## config.mk

```make
export PLATFORM = sky130hd
export DESIGN_NAME = apb_gpio_bridge_p
export DESIGN_NICKNAME = d
export VERILOG_FILES = /design/src/rtl/apb_gpio_pkg.sv /design/src/rtl/apb_wait_timer.sv /design/src/rtl/apb_gpio_bridge_p.sv
export SDC_FILE = /design/constraint.sdc
export NUM_CORES = 1
export LEC_CHECK = 0
export CELL_PAD_IN_SITES_DETAIL_PLACEMENT = 1
export CELL_PAD_IN_SITES_GLOBAL_PLACEMENT = 1
export CORE_MARGIN = 3
export CORE_UTILIZATION = 27
export CTS_BUF_LIST = sky130_fd_sc_hd__clkbuf_8
export DETAILED_ROUTE_END_ITERATION = 6
export HOLD_SLACK_MARGIN = 0.06
export PLACE_DENSITY = 0.81
export SETUP_SLACK_MARGIN = 0.1
export SKIP_CTS_REPAIR_TIMING = 1
export SLEW_MARGIN = 20
export SYNTH_ARGS = -nofsm -noshare
export SYNTH_HDL_FRONTEND = slang
export SYNTH_SLANG_ARGS = --single-unit
```

## constraint.sdc

```tcl
create_clock -name PCLK -period 2.25 [get_ports PCLK]
set_clock_uncertainty 0.15 [all_clocks]
set_input_delay 0.3375 -clock PCLK [delete_from_list [all_inputs] [get_ports PCLK]]
set_output_delay 0.3375 -clock PCLK [all_outputs]
set_load 0.02 [all_outputs]
```

## src/rtl/apb_gpio_pkg.sv

```systemverilog
// rtl/apb_gpio_pkg.sv - shared state type, response codes and width helpers for the APB-to-GPIO bridge
package apb_gpio_pkg;

  typedef enum logic [1:0] {
    S_IDLE = 2'd0,
    S_REQ  = 2'd1,
    S_WAIT = 2'd2,
    S_RESP = 2'd3
  } state_e;

  localparam logic RESP_OKAY = 1'b0;
  localparam logic RESP_ERR  = 1'b1;

  // Only byte, halfword and word buses are supported
  function automatic bit dw_legal(input int dw);
    dw_legal = (dw == 8) || (dw == 16) || (dw == 32);
  endfunction

  // Low address bits that must be zero for a naturally aligned DW access
  function automatic logic [1:0] align_mask(input int dw);
    logic [1:0] m;
    m = 2'b00;
    if (dw == 32) m = 2'b11;
    else if (dw == 16) m = 2'b01;
    align_mask = m;
  endfunction

endpackage

```

## src/rtl/apb_wait_timer.sv

```systemverilog
// rtl/apb_wait_timer.sv - wait-state counter that flags expiry on the TIMEOUT-th counted cycle
module apb_wait_timer #(
  parameter int TIMEOUT = 16
) (
  input  logic clk_i,
  input  logic rst_i,
  input  logic clr_i,
  input  logic en_i,
  output logic expired_o
);

  localparam int TW = (TIMEOUT > 1) ? $clog2(TIMEOUT) : 1;
  // Count value seen during the TIMEOUT-th enabled cycle (count starts at 0)
  localparam logic [TW-1:0] LAST = (TIMEOUT > 0) ? TW'(TIMEOUT - 1) : '0;

  logic [TW-1:0] cnt_q;
  logic [TW-1:0] cnt_d;

  // Clear has priority over counting; wrap is harmless because the FSM leaves on expiry
  always_comb begin
    cnt_d = cnt_q;
    if (clr_i) begin
      cnt_d = '0;
    end else if (en_i) begin
      cnt_d = cnt_q + 1'b1;
    end
  end

  // Counter register
  always_ff @(posedge clk_i) begin
    if (rst_i) begin
      cnt_q <= '0;
    end else begin
      cnt_q <= cnt_d;
    end
  end

  assign expired_o = (TIMEOUT != 0) && en_i && (cnt_q == LAST);

endmodule

```

## src/rtl/apb_gpio_bridge_p.sv

```systemverilog
// rtl/apb_gpio_bridge_p.sv - APB4 slave forwarding decoded transfers to the GPIO register-block bus
module apb_gpio_bridge_p
  import apb_gpio_pkg::*;
#(
  parameter int              AW        = 32,
  parameter int              DW        = 32,
  parameter logic [AW-1:0]   BASE_ADDR = 32'hFFFF_0000,
  parameter int              REG_AW    = 8,
  parameter int              TIMEOUT   = 16
) (
  input  logic              PCLK,
  input  logic              PRESET,
  input  logic              PSEL,
  input  logic              PENABLE,
  input  logic              PWRITE,
  input  logic [AW-1:0]     PADDR,
  input  logic [DW-1:0]     PWDATA,
  input  logic [DW/8-1:0]   PSTRB,
  output logic              PREADY,
  output logic [DW-1:0]     PRDATA,
  output logic              PSLVERR,
  output logic              IRQ,
  output logic [REG_AW-1:0] gpio_addr,
  output logic [DW-1:0]     gpio_dat_i,
  output logic [DW/8-1:0]   gpio_sel,
  output logic              gpio_we,
  output logic              gpio_re,
  input  logic              gpio_ack,
  input  logic [DW-1:0]     gpio_dat_o,
  input  logic              gpio_int_o
);

  localparam int         SW         = DW / 8;
  localparam bit         DW_OK      = dw_legal(DW);
  localparam logic [1:0] ALIGN_MASK = align_mask(DW);

  state_e            state_q, state_d;
  logic              err_q, err_d;
  logic [REG_AW-1:0] addr_q;
  logic [DW-1:0]     wdata_q;
  logic [DW-1:0]     rdata_q;
  logic [SW-1:0]     sel_q;
  logic              write_q;
  logic              hit_q;
  logic              irq_q;

  logic setup;
  logic hit_now;
  logic latch;
  logic cap_rd;
  logic tmr_clr;
  logic tmr_en;
  logic tmr_expired;

  assign setup   = PSEL && !PENABLE;
  // An illegal data width never decodes, so every access errors out
  assign hit_now = DW_OK
                && (PADDR[AW-1:REG_AW] == BASE_ADDR[AW-1:REG_AW])
                && ((PADDR[1:0] & ALIGN_MASK) == 2'b00);

  // Next-state, register-bus strobes and APB completion for the transfer FSM
  always_comb begin
    state_d = state_q;
    err_d   = err_q;
    latch   = 1'b0;
    cap_rd  = 1'b0;
    tmr_en  = 1'b0;
    PREADY  = 1'b0;
    gpio_we = 1'b0;
    gpio_re = 1'b0;
    unique case (state_q)
      S_IDLE: begin
        if (setup) begin
          latch   = 1'b1;
          err_d   = RESP_OKAY;
          state_d = S_REQ;
        end
      end
      S_REQ: begin
        gpio_we = hit_q && write_q && (sel_q != '0);
        gpio_re = hit_q && !write_q;
        if (!PSEL) begin
          state_d = S_IDLE;
        end else if (!hit_q) begin
          err_d   = RESP_ERR;
          state_d = S_RESP;
        end else if (write_q && (sel_q == '0)) begin
          state_d = S_RESP;
        end else if (gpio_ack) begin
          cap_rd  = !write_q;
          state_d = S_RESP;
        end else begin
          state_d = S_WAIT;
        end
      end
      S_WAIT: begin
        tmr_en = 1'b1;
        if (!PSEL) begin
          state_d = S_IDLE;
        end else if (gpio_ack) begin
          cap_rd  = !write_q;
          state_d = S_RESP;
        end else if (tmr_expired) begin
          err_d   = RESP_ERR;
          state_d = S_RESP;
        end
      end
      S_RESP: begin
        PREADY  = 1'b1;
        state_d = S_IDLE;
      end
      default: begin
        state_d = S_IDLE;
      end
    endcase
  end

  // FSM state and response-code registers
  always_ff @(posedge PCLK) begin
    if (PRESET) begin
      state_q <= S_IDLE;
      err_q   <= RESP_OKAY;
    end else begin
      state_q <= state_d;
      err_q   <= err_d;
    end
  end

  // Transfer latch at setup, read-data capture on ack, and the IRQ register
  always_ff @(posedge PCLK) begin
    if (PRESET) begin
      addr_q  <= '0;
      wdata_q <= '0;
      rdata_q <= '0;
      sel_q   <= '0;
      write_q <= 1'b0;
      hit_q   <= 1'b0;
      irq_q   <= 1'b0;
    end else begin
      if (latch) begin
        addr_q  <= PADDR[REG_AW-1:0];
        wdata_q <= PWDATA;
        sel_q   <= PWRITE ? PSTRB : {SW{1'b1}};
        write_q <= PWRITE;
        hit_q   <= hit_now;
        rdata_q <= '0;
      end else if (cap_rd) begin
        rdata_q <= gpio_dat_o;
      end
      irq_q <= gpio_int_o;
    end
  end

  assign tmr_clr = (state_q != S_WAIT);

  apb_wait_timer #(
    .TIMEOUT(TIMEOUT)
  ) u_timer (
    .clk_i    (PCLK),
    .rst_i    (PRESET),
    .clr_i    (tmr_clr),
    .en_i     (tmr_en),
    .expired_o(tmr_expired)
  );

  assign PSLVERR    = (state_q == S_RESP) && (err_q == RESP_ERR);
  assign PRDATA     = ((state_q == S_RESP) && (err_q == RESP_OKAY) && !write_q) ? rdata_q : '0;
  assign gpio_addr  = addr_q;
  assign gpio_dat_i = wdata_q;
  assign gpio_sel   = sel_q;
  assign IRQ        = irq_q;

endmodule

```

==> flow_summary_export.csv <==
group,metric,value,unit
yosys,synth_edf_count,0,
yosys,ys_types,34,
power,power.total,3.67,mW
worst_setup_path,startpoint_type,"flop",
worst_setup_path,cp.arrival,1.78,ns
yosys,synth.largest_area_cell,"dfxtp_1",
sta,tns,-0.0205,ns
sta,setup_viol,2,
cells_and_area,drive_above_1_share,0.186,
cells_and_area,design_area,0.00614,sq mm
run_status,violations,"setup timing",
worst_setup_path,path_class,"flop to primary output",
power,comb_power_share,0.168,
yosys,synth_top_area_frac,0.500,
yosys,synth_area_leaders,"dfxtp_1 50%, nand2_1 16%, a21oi_1 11%, and2_1 6.0%, clkbuf_1 2.5%",
run,maxCapViolCount,0,
detailed_routing,ant_nets,0,
clock_tree,worstSkewPairLatency,0.36,ns
detailed_routing,route.detailed.drc,0,
power,ir_drop,0.293,mV
sta,worst_pin_slew,0.632,ns
die,rows,40,
detailed_routing,viasPerCell,4.64,
place,dp_cells,781,
die,die_w,119,um
die,dieArea,0.0141,sq mm
yosys,synth-main-ff-cell,"dfxtp_1",
place,io_buffer_count,187,
cells_and_area,final_cell_mix,"150 x clkdlybuf4s50_1, 149 x nand2_1, 84 x dfxtp_1, 74 x a21oi_1, 34 x buf_6",
sta,hold_viol_final,0,
power,pwr-share-seq,0.437,
cells_and_area,area_growth,78.4,%
detailed_routing,drt_iter0_markers,137,
place,place_hpwl,9190,um
global_route,grt_pass1_vias,3865,
yosys,synthArstFlopShare,0,
worst_setup_path,end_kind,"primary output",
yosys,syn_inst,440,
place,dpl_worst_slack,0.0259,ns
sta,rsz0062_at_grt,"true",
clock_tree,cts_buffers,9,
clock_tree,clk_transition_reported_paths,0.09,ns
detailed_routing,drtPass1Iterations,4,
global_route,overflow,0,
cells_and_area,nNetsFinal,744,
yosys,syn_nets,553,
run_status,status,"finished with violations",
yosys,synth_warnings,0,
power,p_clk_frac,0.395,
yosys,ys_ff_latch,86,
detailed_routing,drt-total-wl,13200,um
worst_setup_path,crit_fanout,8,
yosys,netlist_area,0.00344,sq mm
place,dpl_cell_area,0.00558,sq mm
power,p_leak,2.29,nW
cells_and_area,layout_commonest_cell,"clkdlybuf4s50_1",
die,ios,188,
detailed_routing,wl_per_cell,16.4,um
yosys,yosysSeqAreaShare,0.500,
worst_setup_path,cp.required,1.76,ns
global_route,grt_use_total,0.169,
power,switching_power,0.877,mW
sta,max_freq,441,MHz
sta,min_period_over_period,1.01,
detailed_routing,num_vias,3729,
global_route,grt_pass1_wl,19300,um
clock_tree,htree_levels,3,
power,swShare,0.239,
worst_hold_path,min_path_type,"primary input to flop",
sta,slew-limit-headroom,0.575,
global_route,antenna_found_initial,0,
clock_tree,clock_path_buffers,2,
cells_and_area,diodes,0,
cells_and_area,fin_cells,804,
global_route,grt_max_degree,47,
yosys,syn_area_per_cell,7.83,sq um
sta,final-max-slew-violation-count,0,
sta,setup_slack,-0.0179,ns
die,core,0.0123,sq mm
sta,min_period,2.27,ns
clock_tree,cts_tree,"done",
die,dieHeight,119,um
power,p_per_area,598,mW/mm^2
clock_tree,cts_sinks,86,
die,initial_core_util,0.281,
place,place_congestion,0.807,
power,p_int,2.79,mW
clock_tree,root_buffer,"clkbuf_8",
## cell usage after synthesis, drive strengths merged (2+ instances only)
cell type / count
nor4: 2
nor3: 4
nor2: 12
o32ai: 2
nand2b: 6
nand4: 4
dfxtp: 86
a21oi: 74
and2: 33
nand2: 149
ha: 6
buf: 5
clkbuf: 23
nand3: 5
nor3b: 6
mux2i: 2
nor2b: 2
inv: 6
## through the flow
| step | utilization | hold WS [ns] |
|---|---|---|
| after global placement | 0.455 | 0.278 |
| after CTS | 0.477 | 0.235 |
| final | 0.501 | 0.253 |
| after global routing | 0.501 | 0.265 |
| after floorplan | - | 0.268 |
| after detailed placement | 0.455 | 0.295 |
## registers in the layout, indices dropped and copies added (netlist names)
| register | flops |
|---|---|
| gpio_sel | 4 |
| hit_q | 1 |
| err_q | 1 |
| rdata_q | 32 |
| u_timer.cnt_q | 4 |
| gpio_addr | 8 |
| IRQ | 1 |
| write_q | 1 |
| state_q | 2 |
| gpio_dat_i | 32 |
## worst paths after layout
| path | start | to | slack, ns | cells past startpoint |
|---|---|---|---|---|
| max | state_q[0] | PRDATA[2] | -0.02 | 7 |
| max reg2reg | state_q[0] | hit_q | 0.15 | 7 |
| min reg2reg | rdata_q[5] | rdata_q[5] | 0.31 | 2 |
| min | PRESET | gpio_dat_i[20] | 0.25 | 2 |
## area by class of cell
type / count / area, sq um
tap: 168 / 210
clock buffer: 10 / 138
inverter: 6 / 22.5
sequential: 86 / 1720
timing repair buffer: 208 / 2190
multi-input combinational: 320 / 1730
clock inverter: 6 / 133
fill: 1440 / 6120
## routing by layer
metal	track usage	wire [um]	vias up
li1	-	-	1810
met1	0.187	5140	1761
met2	0.289	6570	147
met3	0.0731	1300	11
met4	0.0587	169	0
met5	0	0	-
## power by group through the flow
stage | logic, mW | registers, mW | clock network [mW]
floorplan | 0.164 | 1.69 | 0
global placement | 0.572 | 1.64 | 0
detailed placement | 0.583 | 1.64 | 0
CTS | 0.586 | 1.60 | 1.50
global route | 0.664 | 1.61 | 1.56
finish | 0.615 | 1.60 | 1.45
## worst max-delay path: stages, from the launching register on
cell	delay [ns]
dfxtp_2	0.35
buf_6	0.10
ha_4	0.13
nor3b_4	0.20
buf_6	0.17
buf_12	0.13
and2_1	0.16
clkbuf_2	0.18
## cells by family (layout without fill, tap and decap cells)
group / after synthesis / in the layout / synth area share
compound gates: 83 / 83 / 0.131
flops: 86 / 86 / 0.500
fa+ha+maj: 6 / 6 / 0.0218
xor+xnor: 2 / 2 / 0.00509
simple gates: 227 / 227 / 0.297
buf+inv: 34 / 230 / 0.0392
mux: 2 / 2 / 0.00581
No activity file was read; power rests on OpenSTA's default activity.
